`src/rtl/cpu_defs.sv`:
```
// Shared CPU definitions: load type codes, writeback FSM states, register constants.
package cpu_defs;

  localparam int unsigned WB_DW = 32;
  localparam int unsigned WB_AW = 5;

  localparam logic [2:0] LT_LB  = 3'd0;
  localparam logic [2:0] LT_LBU = 3'd1;
  localparam logic [2:0] LT_LH  = 3'd2;
  localparam logic [2:0] LT_LHU = 3'd3;
  localparam logic [2:0] LT_LW  = 3'd4;

  localparam logic [4:0] REG_ZERO = 5'd0;

  typedef enum logic [1:0] {
    WB_IDLE = 2'd0,
    WB_WAIT = 2'd1,
    WB_DONE = 2'd2
  } wb_state_e;

endpackage

```
`src/rtl/load_extend.sv`:
```
// Combinational load aligner: selects byte/half/word by byte offset and sign/zero-extends.
module load_extend
  import cpu_defs::*;
(
  input  logic [31:0] rdata,
  input  logic [1:0]  addrlo,
  input  logic [2:0]  loadtype,
  output logic [31:0] ext_c
);

  logic [7:0]  byte_sel;
  logic [15:0] half_sel;

  // Pick the addressed lane, then extend according to the load type; unknown codes act as LW.
  always_comb begin
    byte_sel = rdata[{addrlo, 3'b000} +: 8];
    half_sel = addrlo[1] ? rdata[31:16] : rdata[15:0];
    ext_c    = rdata;
    case (loadtype)
      LT_LB:   ext_c = {{24{byte_sel[7]}}, byte_sel};
      LT_LBU:  ext_c = {24'd0, byte_sel};
      LT_LH:   ext_c = {{16{half_sel[15]}}, half_sel};
      LT_LHU:  ext_c = {16'd0, half_sel};
      LT_LW:   ext_c = rdata;
      default: ext_c = rdata;
    endcase
  end

endmodule

```
`src/rtl/wb_stage.sv`:
```
// Writeback stage: W pipeline register, load-response wait FSM, register-file write port.
// Optional macro WB_TRACE_EN adds the debug_wb_* retirement trace ports and the pcW register.
module wb_stage
  import cpu_defs::*;
#(
  parameter int unsigned DW = WB_DW,
  parameter int unsigned AW = WB_AW
) (
  input  logic          clk,
  input  logic          rst,
  input  logic          stallW,
  input  logic          flushW,
  input  logic          validM,
  input  logic          regwriteM,
  input  logic          memtoregM,
  input  logic [2:0]    loadtypeM,
  input  logic [1:0]    addrloM,
  input  logic [AW-1:0] writeregM,
  input  logic [DW-1:0] aluoutM,
  input  logic [31:0]   pcM,
  input  logic [DW-1:0] mem_rdata,
  input  logic          mem_rvalid,
  output logic          we3,
  output logic [AW-1:0] wa3,
  output logic [DW-1:0] wd3,
  output logic          regwriteW,
  output logic          stall_reqW
`ifdef WB_TRACE_EN
  ,
  output logic [31:0]   debug_wb_pc,
  output logic [3:0]    debug_wb_rf_wen,
  output logic [4:0]    debug_wb_rf_wnum,
  output logic [31:0]   debug_wb_rf_wdata
`endif
);

  logic          validW;
  logic          regwrite_r;
  logic          memtoregW;
  logic [2:0]    loadtypeW;
  logic [1:0]    addrloW;
  logic [AW-1:0] writeregW;
  logic [DW-1:0] aluoutW;
  logic [DW-1:0] load_buf;

  wb_state_e     state;
  wb_state_e     state_nxt;

  logic          rsp_now;
  logic          ready;
  logic [31:0]   load_raw;
  logic [31:0]   load_val;

  // W pipeline register: advance from M, squash on flush, hold on stall.
  always_ff @(posedge clk) begin
    if (!rst) begin
      validW     <= 1'b0;
      regwrite_r <= 1'b0;
      memtoregW  <= 1'b0;
      loadtypeW  <= 3'd0;
      addrloW    <= 2'd0;
      writeregW  <= '0;
      aluoutW    <= '0;
    end else if (!stallW) begin
      if (flushW) begin
        validW <= 1'b0;
      end else begin
        validW     <= validM;
        regwrite_r <= regwriteM;
        memtoregW  <= memtoregM;
        loadtypeW  <= loadtypeM;
        addrloW    <= addrloM;
        writeregW  <= writeregM;
        aluoutW    <= aluoutM;
      end
    end
  end

  // Load response buffer, filled only while a load is waiting.
  always_ff @(posedge clk) begin
    if (!rst) begin
      load_buf <= '0;
    end else if (rsp_now) begin
      load_buf <= mem_rdata;
    end
  end

  // FSM state register.
  always_ff @(posedge clk) begin
    if (!rst) begin
      state <= WB_IDLE;
    end else begin
      state <= state_nxt;
    end
  end

  // FSM next state: a W advance restarts tracking; otherwise only WAIT reacts to the response.
  always_comb begin
    state_nxt = state;
    if (!stallW) begin
      if (!flushW && validM && memtoregM) begin
        state_nxt = WB_WAIT;
      end else begin
        state_nxt = WB_IDLE;
      end
    end else if (rsp_now) begin
      state_nxt = WB_DONE;
    end
  end

  // Write-port outputs: data readiness, alignment source and $0 suppression.
  always_comb begin
    rsp_now    = (state == WB_WAIT) && mem_rvalid;
    stall_reqW = (state == WB_WAIT) && !mem_rvalid;
    ready      = !memtoregW || (state == WB_DONE) || rsp_now;
    load_raw   = (state == WB_DONE) ? 32'(load_buf) : 32'(mem_rdata);
    wa3        = writeregW;
    wd3        = memtoregW ? DW'(load_val) : aluoutW;
    regwriteW  = validW && regwrite_r;
    we3        = validW && regwrite_r && ready && (writeregW != AW'(REG_ZERO));
  end

  load_extend u_load_extend (
    .rdata    (load_raw),
    .addrlo   (addrloW),
    .loadtype (loadtypeW),
    .ext_c    (load_val)
  );

`ifdef WB_TRACE_EN
  logic [31:0] pcW;

  // Retired-instruction PC, tracked alongside the W register.
  always_ff @(posedge clk) begin
    if (!rst) begin
      pcW <= 32'd0;
    end else if (!stallW && !flushW) begin
      pcW <= pcM;
    end
  end

  // Trace mirrors the write port; enable pulses only in the cycle the regfile accepts the write.
  always_comb begin
    debug_wb_pc       = pcW;
    debug_wb_rf_wen   = {4{we3 && !stallW}};
    debug_wb_rf_wnum  = 5'(wa3);
    debug_wb_rf_wdata = 32'(wd3);
  end
`else
  logic unused_pc;
  assign unused_pc = ^pcM;
`endif

endmodule

```
`config.mk`:
```
export PLATFORM = sky130hd
export DESIGN_NAME = wb_stage
export DESIGN_NICKNAME = d
export VERILOG_FILES = /design/src/rtl/cpu_defs.sv /design/src/rtl/load_extend.sv /design/src/rtl/wb_stage.sv
export SDC_FILE = /design/constraint.sdc
export NUM_CORES = 1
export LEC_CHECK = 0
export BUFFER_PORTS_ARGS = -buffer_cell sky130_fd_sc_hd__buf_2
export CAP_MARGIN = 20
export CORE_AREA = 2 2 101 103
export CTS_CLUSTER_DIAMETER = 100
export DETAILED_ROUTE_END_ITERATION = 8
export DIE_AREA = 0 0 103 105
export PLACE_DENSITY = 0.85
export SYNTH_ARGS = -nofsm -noshare
export SYNTH_HDL_FRONTEND = slang
export SYNTH_SLANG_ARGS = --single-unit
export TNS_END_PERCENT = 10
```
`constraint.sdc`:
```
create_clock -name clk -period 1.9 [get_ports clk]
set_clock_uncertainty 0.2 [all_clocks]
set_input_delay 0.19 -clock clk [delete_from_list [all_inputs] [get_ports clk]]
set_output_delay 0.19 -clock clk [all_outputs]
set_load 0.02 [all_outputs]
```
[Word level (Yosys, flattened, before mapping)]
Cells that the tools add are included.
Word-level totals
  input port bits: 114
  word-level logic and storage cells: 41
  register bits: 79
  output and inout bits: 40
Cells by class
  bitwise operators: 2
  equal/unequal tests: 6
  shift operators: 1
  reduce and logical (&&, ||, !) cells: 15
  mux-type cells: 8
Operators by type and width (count)
  one-hot mux 32 bit (4 select lines): 1
  2-to-1 mux 32 bit: 2
  variable part select 32 x 6 -> 8 bit: 1
  2-to-1 mux 16 bit: 1
  logical AND 1 bit: 7
  equality test 3 x 2 -> 1 bit (second input constant): 2
  nonzero test 5 bit: 1
  2-to-1 mux 2 bit: 2
  equality test 3 x 1 -> 1 bit (second input constant): 1
  logical NOT 1 bit: 3
  logical NOT 3 bit: 1
  equality test 2 x 1 -> 1 bit (second input constant): 1
  equality test 2 bit (second input constant): 1
  logical OR 1 bit: 2
  2-to-1 mux 1 bit: 2
  inequality test 2 x 1 -> 1 bit (second input constant): 1
  inverter 1 bit: 2
  AND reduction 2 bit: 1

[Depth between registers and ports, before layout]
  depth after elaboration: 5
  depth in mapped cells: 8
  mapped depth without buffers: 5

[By module]
A second synthesis with hierarchy kept.
Unflattened totals
  cells, all modules: 516
  area, all modules: 4631.9 um^2
Modules (own cells, without submodules)
  wb_stage: times used 1, sequential area each 1581.5 um^2, area an instance 3903.7 um^2, cells an instance 420
  load_extend: times used 1, sequential area each 0.0 um^2, area an instance 728.2 um^2, cells an instance 96

[Worst setup path after synthesis]
Ideal clock, no wire load.
  path kind: register -> output
  from: register state[0]
  to: output wd3[20]
  buffers on the path: 2
  data required time: 1510 ps
  arrival time: 1910 ps
  path slack: -400 ps
  cell stages (with the launch flop): 8
  cells stage by stage: dfxtp_1 > nand2b_4 > buf_6 > a2111oi_2 > nor4_1 > a2bb2oi_4 > buf_6 > a31oi_1
Between the ends
  cells in the longest elaborated chain, start to end: 5
  elaborated cells on any way between the ends: 6
  classes of those cells: eq/ne (1); shift (1); mux (4)
Ends and longest elaborated chain
  from (decl): line wb_stage.sv:46  | wb_state_e state;
  from (signal assigned): line wb_stage.sv:93  | state <= state_nxt;
  equality test 2 bit *: line wb_stage.sv:116  | load_raw = (state == WB_DONE) ? 32'(load_buf) : 32'(mem_rdata);
  2-to-1 mux 32 bit *: line wb_stage.sv:116
  variable part select 32 x 6 -> 8 bit / 2-to-1 mux 16 bit (equally long branches): line load_extend.sv:16, load_extend.sv:17
  one-hot mux 32 bit (4 select lines) *: line load_extend.sv:19  | case (loadtype)
  2-to-1 mux 32 bit *: line wb_stage.sv:118  | wd3 = memtoregW ? DW'(load_val) : aluoutW;
  to (decl): line wb_stage.sv:25  | output logic [DW-1:0] wd3,
Every way passes the cells marked *; elsewhere a longest branch is shown, timed or not.

[Final worst setup path]
  from: register state[0]
  to: output wd3[27]
Same word-level chain as after synthesis.

==> run_results.csv <==
group,metric,value,unit
run_status,outcome,"finished with violations",
sta,period_share,143,%
pwr,ir_drop,0.332,mV
sta,period_needed,2.72,ns
synthesis,synth_warnings,0,
clock_tree,root_buffer,"clkbuf_8",
synthesis,synth_cell_types,42,
finish,antennaDiodeCount,0,
setup_path,cp-startpoint,"state[0]",
global_routing,grt_antenna_before_repair,0,
global_routing,grt_use_total,28.8,%
sta,setup_ws,-0.820,ns
finish,final_cell_mix,"nand2_1 (186), buf_2 (102), a21boi_0 (76), dfxtp_1 (76), dlygate4sd3_1 (73)",
setup_path,cp_cell_sequence,"nand2b_4, mux4_2, nand2_4, a2bb2oi_4, clkbuf_16, a31oi_4, buf_6",
setup_path,reg2reg_from,"state[1]",
placed_design,io_buffers,121,
pwr,finalPower,4.07,mW
route,drcViolationCount,0,
floorplan,fp.dieH,105,µm
finish,areaGrowthSynthToFinish,62.2,%
synthesis,synth_flop_cell,"dfxtp_1",
setup_path,cp_num_buf_inv,2,
hold_path,min_from,"mem_rdata[15]",
finish,fin_area,0.00692,mm²
finish,drive_above_1_share,34.8,%
route,drt-initial-drc-count,242,
setup_path,worstPathMaxFanout,8,
run_status,violations,"hold timing, setup timing",
pwr,p_per_area,588,mW/mm²
setup_path,slowest_delay,0.55,ns
finish,final_common_cell,"nand2_1",
finish,layout.nets,888,
route,drt_first_pass_iters,5,
floorplan,rows,36,
global_routing,grt_max_degree,45,
synthesis,seq_area_frac_synth,37.1,%
global_routing,grt_pass1_wl,24200,µm
clock_tree,cts.sinks,79,
sta,slew_headroom,65.6,%
floorplan,die_area,0.0108,mm²
synthesis,syn_nets,668,
synthesis,synth_area,0.00427,mm²
clock_tree,clk_pin_slew_worst_paths,0.08,ns
clock_tree,cts_tree,"done",
setup_path,critPathSlowestCell,"mux4_2",
placed_design,routabilityCongestion,0.915,
floorplan,core_area,0.00964,mm²
synthesis,syn_inst,554,
synthesis,synth_edf_count,0,
sta,setup_viol,33,
placed_design,hpwlAfterDp,10000,µm
clock_tree,ctsHoldBuffers,73,
setup_path,crit_family,"multiplexers",
pwr,power.leakage,2.76,nW
synthesis,syn_avg_cell_area,7.70,µm²
setup_path,required,1.51,ns
sta,tightest_slew,0.516,ns
run,cap_violations,0,
floorplan,initial_utilization,44.2,%
route,routed_wl,15900,µm
synthesis,synthArstFlopShare,0,%
global_routing,grt_pass1_vias,4964,
floorplan,ios,154,
floorplan,die_x,103,µm
setup_path,crit_type,"flop to primary output",
sta,fin_hold_ws,-0.0437,ns
route,wl_per_cell,17.5,µm
setup_path,startpoint_type,"flop",
clock_tree,htree_num_levels,3,
sta,rsz0062_at_grt,"yes",
clock_tree,clock_path_buffers,2,
hold_path,hp-class,"input port to flop",
placed_design,dpl-instance-area,0.00556,mm²
route,viasPerCell,5.49,
route,route.vias.total,5005,
clock_tree,cts_buffers,9,
sta,finalHoldViolations,1,
global_routing,overflow,0,
route,ant_nets,0,
setup_path,arrival,2.33,ns
sta,fmax,368,MHz
synthesis,synth_seq_cells,79,
sta,slew_violations,0,
finish,fillerInstances,688,
clock_tree,insertion_delay,0.37,ns
setup_path,endpoint_kind,"primary output",
-- synthesized netlist by cell type (2+ instances only) --
master     instances  area share, %
and3b_1            4           0.82
mux2_2            26            6.9
o21ai_0            7           0.82
o22ai_1           13            1.9
and2_1             2           0.29
a31oi_1           27            4.0
nand4_1            6           0.88
nor3b_1            2           0.35
buf_2              3           0.35
buf_6              2           0.53
nand2b_1           8            1.2
o211ai_1           7            1.2
a2111oi_1          2           0.47
nor2_1            21            1.8
nor2b_1            6           0.88
nand2_1          188             17
clkbuf_1          38            3.3
mux4_2             2            1.1
mux2i_1            2           0.47
inv_1              3           0.26
buf_1              2           0.18
a21boi_0          76             13
a21oi_1            9            1.1
dfxtp_1           79             37
o211a_1            2           0.47
-- logic make-up (layout without fill, tap and decap cells) --
group	Yosys count	count (layout)	share of synthesized area, %
AND/OR/NAND/NOR	246	247	24.4
AO/OA/AOI/OAI	151	151	25.5
flip-flops	79	79	37.1
buffers and inverters	48	272	4.66
multiplexers	30	30	8.39
-- flip-flops by register name (all words and copies together) (netlist names) --
signal      flops
loadtypeW       3
load_buf       32
state           2
regwrite_r      1
addrloW         2
validW          1
aluoutW        32
wa3             5
memtoregW       1
-- layer usage --
| metal | part of all wire [%] | global-route usage (%) | up-vias | wire (µm) |
|---|---|---|---|---|
| met2 | 51 | 50.3 | 221 | 8200 |
| met1 | 39 | 32.7 | 2376 | 6220 |
| li1 | - | - | 2353 | - |
| met4 | 3.6 | 15.8 | 0 | 572 |
| met3 | 6.0 | 4.75 | 55 | 958 |
| met5 | 0 | 0 | - | 0 |
-- worst paths after layout --
check	to	slack, ns	cells past startpoint
worst max-delay path	wd3[27]	-0.82	7
worst min-delay path	load_buf[15]	-0.04	3
worst max register to register	load_buf[24]	0.19	5
worst min register to register	load_buf[9]	0.27	2
-- report_power, final --
| part | leakage [nW] | total [mW] | switching (mW) | internal [mW] |
|---|---|---|---|---|
| Sequential | 0.644 | 1.74 | 0.0352 | 1.70 |
| Combinational | 2.01 | 1.06 | 0.548 | 0.514 |
| Clock | 0.100 | 1.27 | 0.630 | 0.638 |
| Total | 2.76 | 4.07 | 1.21 | 2.85 |
-- area by class of cell --
cell class	count	area, µm²	area share (%)
Tap cell	133	166	2.41
Timing Repair Buffer	253	2020	29.2
Multi-Input combinational cell	428	2940	42.5
Inverter	3	11.3	0.163
Clock inverter	4	45.0	0.651
Clock buffer	12	145	2.10
Sequential cell	79	1590	23.0
-- metrics by stage --
step	util [%]	instances	worst slack, ns	setup TNS [ns]
2_1_floorplan	-	554	-0.242	-6.01
3_3_place_gp	57.7	813	-0.325	-9.46
3_5_place_dp	57.7	813	-0.411	-11.78
4_1_cts	69.6	907	-0.771	-24.04
5_1_grt	71.8	912	-0.859	-25.88
6_report	71.8	912	-0.820	-24.38
-- worst min-delay path, delay by kind of cell --
| family | cells | cell delay (ns) |
|---|---|---|
| simple gates | 1 | 0.06 |
| buf+inv | 1 | 0.15 |
| compound gates | 1 | 0.08 |
-- what timing repair did --
item | CTS | global route
buffers inserted | 3 | 4
resized for setup | 32 | 37
endpoints found under the setup margin | 33 | 78
endpoints found under the hold margin | 75 | 1
gates cloned | 2 | 1
pin swaps | 3 | 8
No activity file was read; power rests on OpenSTA's default activity.
